$ cat config.mk
export PLATFORM = sky130hd
export DESIGN_NAME = alu
export DESIGN_NICKNAME = d
export VERILOG_FILES = /design/src/rtl/alu_pkg.sv /design/src/rtl/alu_cmp.sv /design/src/rtl/alu.sv
export SDC_FILE = /design/constraint.sdc
export NUM_CORES = 1
export LEC_CHECK = 0
export BUFFER_PORTS_ARGS = -buffer_cell sky130_fd_sc_hd__buf_4
export CAP_MARGIN = 20
export CORE_MARGIN = 4
export CORE_UTILIZATION = 45
export DETAILED_ROUTE_END_ITERATION = 8
export PLACE_DENSITY_LB_ADDON = 0.2
export SYNTH_ARGS = -nofsm -noshare
export SYNTH_HDL_FRONTEND = slang
export SYNTH_SLANG_ARGS = --single-unit
export TNS_END_PERCENT = 100
$ cat constraint.sdc
create_clock -name clk -period 5.22 [get_ports clk]
set_input_delay 0.261 -clock clk [delete_from_list [all_inputs] [get_ports clk]]
set_output_delay 0.261 -clock clk [all_outputs]
set_load 0.03 [all_outputs]
$ cat src/rtl/alu_pkg.sv
// alu_pkg: shared definitions for the miniRV execute-stage ALU.
//   ALU_W  : datapath width (32)
//   alu_op_e : operation codes ALU_ADD .. ALU_BGEU (4 bits)
//   alu_sel_e: operand-B select codes ALU_RS2 / ALU_EXT / ALU_FOUR (3 bits)
package alu_pkg;

   localparam int unsigned ALU_W = 32;

   typedef enum logic [3:0] {
      ALU_ADD  = 4'd0,
      ALU_SUB  = 4'd1,
      ALU_AND  = 4'd2,
      ALU_OR   = 4'd3,
      ALU_XOR  = 4'd4,
      ALU_SLL  = 4'd5,
      ALU_SRL  = 4'd6,
      ALU_SRA  = 4'd7,
      ALU_SLT  = 4'd8,
      ALU_SLTU = 4'd9,
      ALU_BEQ  = 4'd10,
      ALU_BNE  = 4'd11,
      ALU_BLT  = 4'd12,
      ALU_BGE  = 4'd13,
      ALU_BLTU = 4'd14,
      ALU_BGEU = 4'd15
   } alu_op_e;

   typedef enum logic [2:0] {
      ALU_RS2  = 3'd0,
      ALU_EXT  = 3'd1,
      ALU_FOUR = 3'd2
   } alu_sel_e;

endpackage

$ cat src/rtl/alu_cmp.sv
// alu_cmp: magnitude/equality comparator shared by SLT/SLTU and the branch ops.
//   a, b        : 32-bit operands
//   eq          : a == b
//   lt_signed   : a < b, two's complement
//   lt_unsigned : a < b, unsigned
module alu_cmp
   import alu_pkg::*;
(
   input  logic [ALU_W-1:0] a,
   input  logic [ALU_W-1:0] b,
   output logic             eq,
   output logic             lt_signed,
   output logic             lt_unsigned
);

   always_comb begin
      eq          = (a == b);
      lt_signed   = ($signed(a) < $signed(b));
      lt_unsigned = (a < b);
   end

endmodule

$ cat src/rtl/alu.sv
// alu: single-cycle-latency 32-bit integer ALU for the miniRV execute stage.
//   clk, rst : rising-edge clock, synchronous active-high reset
//   A        : operand A
//   rd2      : register-file read port 2 (operand B when sel = ALU_RS2)
//   sext     : sign-extended immediate (operand B when sel = ALU_EXT)
//   sel      : operand-B select (ALU_FOUR -> 4, unused codes -> 0)
//   alu_op   : operation code (alu_pkg::alu_op_e)
//   C        : registered result
//   f        : registered branch-taken flag
// Build option: define ALU_SLT_EN to include SLT/SLTU; otherwise ops 8/9
// produce C = 0, f = 0.
module alu
   import alu_pkg::*;
(
   input  logic             clk,
   input  logic             rst,
   input  logic [ALU_W-1:0] A,
   input  logic [ALU_W-1:0] rd2,
   input  logic [ALU_W-1:0] sext,
   input  logic [2:0]       sel,
   input  logic [3:0]       alu_op,
   output logic [ALU_W-1:0] C,
   output logic             f
);

   logic [ALU_W-1:0] b;
   logic [4:0]       shamt;
   logic [ALU_W-1:0] diff;
   logic             eq;
   logic             lt_s;
   logic             lt_u;
   logic [ALU_W-1:0] c_d, c_q;
   logic             f_d, f_q;

   always_comb begin
      b = '0;
      case (sel)
         ALU_RS2:  b = rd2;
         ALU_EXT:  b = sext;
         ALU_FOUR: b = 32'd4;
         default:  b = '0;
      endcase
   end

   // Shifts only look at the low five bits of B.
   assign shamt = b[4:0];
   assign diff  = A - b;

   alu_cmp u_cmp (
      .a           (A),
      .b           (b),
      .eq          (eq),
      .lt_signed   (lt_s),
      .lt_unsigned (lt_u)
   );

   always_comb begin
      c_d = '0;
      f_d = 1'b0;
      case (alu_op)
         ALU_ADD:  c_d = A + b;
         ALU_SUB:  c_d = diff;
         ALU_AND:  c_d = A & b;
         ALU_OR:   c_d = A | b;
         ALU_XOR:  c_d = A ^ b;
         ALU_SLL:  c_d = A << shamt;
         ALU_SRL:  c_d = A >> shamt;
         ALU_SRA:  c_d = ALU_W'($signed(A) >>> shamt);
`ifdef ALU_SLT_EN
         ALU_SLT:  c_d = {31'b0, lt_s};
         ALU_SLTU: c_d = {31'b0, lt_u};
`endif
         ALU_BEQ:  begin c_d = diff; f_d = eq;    end
         ALU_BNE:  begin c_d = diff; f_d = !eq;   end
         ALU_BLT:  begin c_d = diff; f_d = lt_s;  end
         ALU_BGE:  begin c_d = diff; f_d = !lt_s; end
         ALU_BLTU: begin c_d = diff; f_d = lt_u;  end
         ALU_BGEU: begin c_d = diff; f_d = !lt_u; end
         default:  begin c_d = '0;   f_d = 1'b0;  end
      endcase
   end

   always_ff @(posedge clk) begin
      if (rst) begin
         c_q <= '0;
         f_q <= 1'b0;
      end else begin
         c_q <= c_d;
         f_q <= f_d;
      end
   end

   assign C = c_q;
   assign f = f_q;

endmodule

Word level (Yosys, flattened, before mapping)
Index checks and enable logic that the tools add are counted.
{ "word_totals": {"regBits": 33, "elab_cells": 37} }
{ "classes": {"add_sub_neg": 2, "order_cmp": 2, "n_eq_ne": 16, "shift": 3, "mux": 3, "bitwise": 3, "n_reduce_logical": 6} }
{ "op_table": {"columns": ["cell", "n"], "rows": [
  ["one-hot mux 32 bit (8 select lines)", 1],
  ["one-hot mux 32 bit (3 select lines)", 1],
  ["less-than comparator 32 bit", 2],
  ["adder 32 bit", 1],
  ["bitwise AND 32 bit", 1],
  ["== test 32 bit", 1],
  ["OR 32 bit", 1],
  ["left shift 32 x 5 -> 32 bit", 1],
  [">> shifter 32 x 5 -> 32 bit", 1],
  [">>> shifter 32 x 5 -> 32 bit", 1],
  ["subtractor 32 bit", 1],
  ["XOR 32 bit", 1],
  ["== test 4 bit, second input constant", 6],
  ["== test 4 x 3 -> 1 bit, second input constant", 4],
  ["== test 4 x 2 -> 1 bit, second input constant", 2],
  ["OR reduction 7 bit", 1],
  ["one-hot mux 1 bit (6 select lines)", 1],
  ["== test 4 x 1 -> 1 bit, second input constant", 1],
  ["logical NOT 4 bit", 1],
  ["== test 3 x 1 -> 1 bit, second input constant", 1],
  ["== test 3 x 2 -> 1 bit, second input constant", 1],
  ["logical NOT 1 bit", 3],
  ["logical NOT 3 bit", 1]
]} }

Longest topological paths before layout
Gate-level depths: netlist of the first run.
{ "depth": {"word_depth": 5, "mapped_depth": 18, "mapped_depth_nobuf": 14} }

Cells and area by module
From an unflattened synthesis of the first run, not the netlist that was laid out.
{ "hier_totals": {"hier_cells": 1430, "area_unflattened_um2": 9998.3} }
{ "modules_own_cells": {"columns": ["mod", "n_inst", "cells_per_inst", "area_per_inst_um2"], "rows": [
  ["alu", 1, 1315, 9172.5],
  ["alu_cmp", 1, 115, 825.8]
]} }

Worst setup path after synthesis of the first run
Ideal clock, no wire load.
{ "synth_timing": {"path_kind": "in2reg", "startpoint": "in sel[1]", "endpoint": "reg c_q[31] (netlist: C[31])", "arrival_ns": 4.478, "t_required_ns": 5.139, "slack_ns": 0.661, "stages": 17, "cell_sequence": "nor2_1 clkbuf_1 buf_2 and2_0 clkbuf_1 buf_1 a22oi_1 ha_1 and4bb_2 nand3b_1 o221ai_1 o221ai_1 o311ai_1 a21boi_0 o31ai_1 mux2_2 a41oi_1"} }
{ "synth_via": {"elab_chain_cells": 4, "word_cells_on_any_way": 13, "cone_classes": "add/sub: 2; eq/ne: 2; shift: 3; mux: 2; bitwise: 3; reduce/logical: 1"} }
{ "synth_lines": {"columns": ["element", "line", "text"], "rows": [
  ["start: declaration", "alu.sv:20", "input logic [2:0] sel,"],
  ["== test 3 x 2 -> 1 bit (tied with other cells)", "alu.sv:37", "case (sel)"],
  ["one-hot mux 32 bit (3 select lines) *", "alu.sv:37", null],
  ["subtractor 32 bit (tied with other cells)", "alu.sv:47", "assign diff = A - b;"],
  ["one-hot mux 32 bit (8 select lines) *", "alu.sv:60", "case (alu_op)"],
  ["end signal: assignment", "alu.sv:85", "c_q <= '0;"],
  ["end signal: assignment", "alu.sv:88", "c_q <= c_d;"],
  ["end: declaration", "alu.sv:32", "logic [ALU_W-1:0] c_d, c_q;"]
]} }
Mark *: on every way between the ends. The rest lies on a longest branch, timed or not.
A chain may end at the register's enable or synchronous reset.

Worst setup path in the final report of the first run
Same ends and word-level chain as after synthesis.

==> results by group, run 1 <==
Synthesis
  • Share of flip-flops with an asynchronous set or reset: 0
  • Syn. warnings: 0
  • Synth Register Bits: 33
  • Synth Cell Area: approximately 9900 µm²
  • Unique masters post-synth: 80
  • Sequential share of the synthesized area: 0.06646
  • Syn_nets: between 1500 and 2000
  • Number of flops mapped to enable cells by yosys: 0
  • Ys flop type: dfxtp_1
  • Mapped Cells: around 1500
  • Synth Area per Inst: about 6.6 µm²

Layout
  • Register area: 660.6 µm²
  • Final nets: between 1500 and 2000
  • Ant diodes: 0
  • Share of cells above drive strength 1: 0.1395
  • Fillers: 2259
  • Commonest non-fill, non-tap cell in the layout: a21oi_1
  • Multi-input logic area: about 8500 µm²
  • Layout area overhead: 14.20%
  • Most frequent cells in the layout: 201 x a21oi_1, 173 x buf_4, 160 x nand2_1
  • Final core utilization: 0.5218

CTS
  • Cts repair resizes: 0
  • Clk buf depth: 2
  • Clk pin slew, worst setup/hold paths: 0.06 ns
  • Clock tree sinks: 33
  • Total CTS buffers: 5
  • Root Buffer: clkbuf_16
  • Post-CTS Hold Buffers: 0
  • Setup Fix Bufs, Post-CTS: 0
  • TritonCTS clock tree: built
  • Htree depth: 2

Floorplan
  • Core area: around 22000 µm²
  • Die Width: about 160 µm
  • Chip Height: approximately 160 µm
  • IO Pins: around 140
  • Die area: between 20000 and 25000 µm²
  • Starting Density: 0.4569
  • FP Rows: 54

STA
  • Fin. max-slew vios: 0
  • Hold Slack: about 0.28 ns
  • RSZ-0062 raised after global routing: false
  • Max Clock Freq: about 230 MHz
  • Crit share post-route: 0.8491
  • Slew @ Worst Pin: 0.9582 ns
  • Final hold vios: 0
  • Slew margin rel.: 0.3612
  • Min cycle time layout: between 4 and 5 ns
  • Final worst-path setup slack: about 0.79 ns
  • Setup TNS: 0 ns
  • Number of setup violations in the final report: 0

Place
  • Worst slack at placement: 0.6034 ns
  • I/O Buffers: around 140
  • GP Congestion: around 1.1
  • HPWL after DPL: between 40000 and 50000 µm

Critical path
  • CP Max Fanout: 23
  • Crit path capture type: flip-flop
  • Worst EP required: between 5 and 6 ns
  • CP Class: in2reg
  • Worst EP arrival: 4.59 ns
  • Startpoint Class: input pin

Global routing
  • Initial antenna violation count: 1
  • GRT Overall Usage: 0.4131
  • Grt total ovfl: 0
  • Largest net degree at the start of global routing: 58
  • First-pass GRT wire length: 77130 µm
  • Number of global-route vias before repair: around 12000

Drt
  • Wire length per cell: roughly 28 µm
  • Routed WL: around 53000 µm
  • Final ANT Viol Nets: 0
  • Via count: 13150
  • TritonRoute pass-1 iters: 8
  • Initial DRC count: between 2000 and 2500
  • Via density: between 7 and 8
  • Drt drc: 0

Pwr
  • Leak: 5.115 nW
  • Power consumption: approximately 2 mW
  • Power per cell area: 175.7 nW/µm²
  • Max IR drop VDD: 0.0001022 V

Outcome
  • Status: finished, final reports clean

Hold path
  • Min-Delay Path Class: in2reg

Run
  • Max-cap viol count: 0
[worst max-delay path: stages]
cell and delay, ns:
buf_4 0.13, or2_0 0.25, nor2_2 0.23, buf_4 0.35, a22oi_1 0.17, ha_1 0.50
or4_1 0.62, nor4_1 0.51, nand2_1 0.16, nor4_1 0.52, nor3_1 0.19, o41ai_1 0.42
or3_1 0.16, a41oi_1 0.10
[power breakdown]
part	switching (mW)	leakage, nW	internal [mW]
Clock	0.140	0.0938	0.273
Sequential	0.0102	0.273	0.280
Combinational	0.856	4.75	0.434
[cell usage after synthesis, drive strengths merged, types with 31 or more instances]
cell / instances / share of area
ha: 101 / 0.13
nor2: 130 / 0.049
dfxtp: 33 / 0.066
nor3: 68 / 0.034
nand2: 160 / 0.060
a211oi: 32 / 0.024
mux2i: 46 / 0.046
a31oi: 31 / 0.020
inv: 101 / 0.038
a22oi: 34 / 0.026
o21ai: 90 / 0.045
clkbuf: 83 / 0.031
a21oi: 202 / 0.10
[worst paths after layout]
kind | from | to | slack [ns] | cells after the start
worst max-delay path | sel[1] | C[31] | 0.79 | 14
worst min-delay path | rst | f | 0.28 | 3
[cell families (layout without fill, tap and decap cells)]
| family | Yosys count | after routing | share of synthesized area |
|---|---|---|---|
| buffers and inverters | 215 | 284 | 0.08496 |
| and+or+nand+nor | 475 | 475 | 0.2186 |
| AOI/OAI and AO/OA | 595 | 595 | 0.3891 |
| xor gates and xnor gates | 24 | 24 | 0.02115 |
| adders and majority gates | 103 | 103 | 0.1312 |
| DFF | 33 | 33 | 0.06646 |
| muxes | 70 | 70 | 0.08861 |
[per-layer routing]
layer,routed length (µm),part of all wire,global-route usage,vias to the layer above
met1,19470,0.37,0.5245,6052
met2,22660,0.43,0.6368,1077
met5,11,0.00021,0,-
met4,3942,0.074,0.2438,2
li1,-,-,-,5785
met3,6933,0.13,0.09735,229
[state kept, by name, indices dropped and copies added, names as in the netlist]
| signal | flops |
|---|---|
| C | 32 |
| f | 1 |
[stage by stage]
step,cell area (µm²),cells
after floorplan,9941,1515
after global placement,11160,1856
after detailed placement,11160,1856
after CTS,11350,1864
after global routing,11350,1864
final,11350,1864
[final cells by class]
cell class,count,area share
inverter,103,0.03406
multi-input combinational,1267,0.7457
clock inverter,3,0.005731
sequential,33,0.05819
timing repair buffer,173,0.1144
tap,280,0.03086
clock buffer,5,0.01102
Note: power is estimated with default switching activity, not from simulation.
==> inputs of run 2 (changes only) <==
==> constraint.sdc (replaced) <==
create_clock -name clk -period 3.72 [get_ports clk]
set_input_delay 0.186 -clock clk [delete_from_list [all_inputs] [get_ports clk]]
set_output_delay 0.186 -clock clk [all_outputs]
set_load 0.03 [all_outputs]
==> run 2 against run 1 <==
Wire length grew 1.8%. Sequential cell count is the same. First-iteration DRC count shrank 0.15%. Clock power grew 5.6%. Largest power group unchanged.
==> results by group, run 2 (synthesized netlist as in run 1, its figures left out) <==
Floorplan
  • Die area: ~25000 µm²
  • Chip Height: 156.6 µm
  • Die Width: around 160 µm
  • FP Rows: 54
  • IO Pins: roughly 140
  • Starting Density: 0.4569
  • Core area: 21760 µm²

Critical path
  • Crit path capture type: flip-flop
  • Worst path slowest cell: fa_1
  • Worst EP arrival: about 3.8 ns
  • Cell Chain, Critical Path: buf_4 > mux2_2 > and2_1 > fa_1 > a21o_1 > a22o_1 > o2111ai_1 > a31oi_1 > o41a_1 > a311o_1 > a2111oi_2 > a41o_1 > o22ai_1
  • CP max stage delay: between 0.4 and 0.5 ns
  • CP Max Fanout: 9
  • CP Class: in2reg
  • Startpoint Class: input pin
  • Worst EP required: between 3 and 4 ns

Drt
  • Wire length per cell: between 20 and 30 µm
  • TritonRoute pass-1 iters: 6
  • Final ANT Viol Nets: 0
  • Initial DRC count: 2056
  • Via count: ~14000
  • Drt drc: 0
  • Routed WL: around 54000 µm
  • Via density: a little under 7

CTS
  • Total CTS buffers: 5
  • Htree depth: 2
  • Root Buffer: clkbuf_16
  • Clk buf depth: 2
  • Clk pin slew, worst setup/hold paths: approximately 0.060 ns
  • TritonCTS clock tree: built
  • Clock tree sinks: 33
  • Post-CTS Hold Buffers: 0

Layout
  • Max reg flops: 32
  • Most frequent cells in the layout: 340 x buf_4, 201 x a21oi_1, 159 x nand2_1
  • Commonest non-fill, non-tap cell in the layout: buf_4
  • Non-filler instance count after layout: ~2000
  • Fillers: between 2000 and 2500
  • Final nets: between 1500 and 2000
  • Share of cells above drive strength 1: 0.2332
  • Fin area: ~13000 µm²
  • Final core utilization: 0.5859
  • Layout area overhead: 28.23%

Global routing
  • Initial antenna violation count: 0
  • Grt total ovfl: 0
  • Number of global-route vias before repair: about 13000
  • Largest net degree at the start of global routing: 68
  • First-pass GRT wire length: between 70000 and 80000 µm
  • GRT Overall Usage: 0.4215

STA
  • Fin. max-slew vios: 0
  • Slew @ Worst Pin: a little over 1 ns
  • Max Clock Freq: 277.3 MHz
  • Final worst-path setup slack: around 0.11 ns
  • Final hold vios: 0
  • Slew margin rel.: 0.3093
  • Hold Slack: around 0.22 ns
  • Setup TNS: 0 ns
  • Crit share post-route: 0.9694
  • Min cycle time layout: 3.606 ns
  • Number of setup violations in the final report: 0

Place
  • I/O Buffers: around 140
  • Worst slack at placement: -0.4843 ns
  • Dpl cells: just over 2000
  • Placed cell area: approximately 13000 µm²
  • GP Congestion: approximately 1.1
  • HPWL after DPL: 43480 µm

Outcome
  • Status: finished, final reports clean

Pwr
  • Max IR drop VDD: about 0.00016 V
  • Power per cell area: about 230 nW/µm²
  • Power consumption: 2.871 mW
  • Leak: slightly below 6 nW

Run
  • Max-cap viol count: 0

Hold path
  • Hold path depth: 3
  • Min-Delay Path Class: in2reg
[run 2: cell count changes in the layout (fill, tap and decap cells not counted), sizes merged]
cell and change:
diode +1, clkinvlp +1, buf +170, bufinv -2, clkinv +1
[run 2: final timing paths]
kind	start	to	slack [ns]
max	sel[0]	C[28]	0.11
min	rst	f	0.22
[run 2: report_power, final]
part | internal, mW | switching [mW]
combinational | 0.776 | 1.25
clock | 0.246 | 0.191
sequential | 0.394 | 0.0167
total | 1.42 | 1.46
[run 2: layer usage]
layer	vias up	global-route usage	part of all wire
met1	6394	0.5479	0.37
li1	6123	-	-
met4	0	0.2591	0.078
met5	-	0	0
met3	231	0.07135	0.13
met2	1127	0.6498	0.43
[run 2: final cells by class]
type / instances / area (µm²) / area share
Antenna cell: 1 / 2.502 / 0.0001963
Tap cell: 280 / 350.3 / 0.02748
Inverter: 103 / 386.6 / 0.03033
Clock buffer: 5 / 125.1 / 0.009815
Timing Repair Buffer: 343 / 2613 / 0.2049
Sequential cell: 33 / 660.6 / 0.05183
Clock inverter: 3 / 17.52 / 0.001374
Multi-Input combinational cell: 1267 / 8592 / 0.6740
[run 2: worst max-delay path: cells and delay by family]
| kind | cells | cell delay (ns) |
|---|---|---|
| simple gates | 1 | 0.22 |
| fa+ha+maj | 1 | 0.45 |
| compound gates | 9 | 2.33 |
| mux | 1 | 0.37 |
| buf+inv | 1 | 0.18 |
[run 2: timing repair]
action,in CTS,in global routing
gates resized for setup,3,13
setup endpoints to repair,3,7
gates cloned,0,0
setup buffers,0,1
pin swaps,0,3
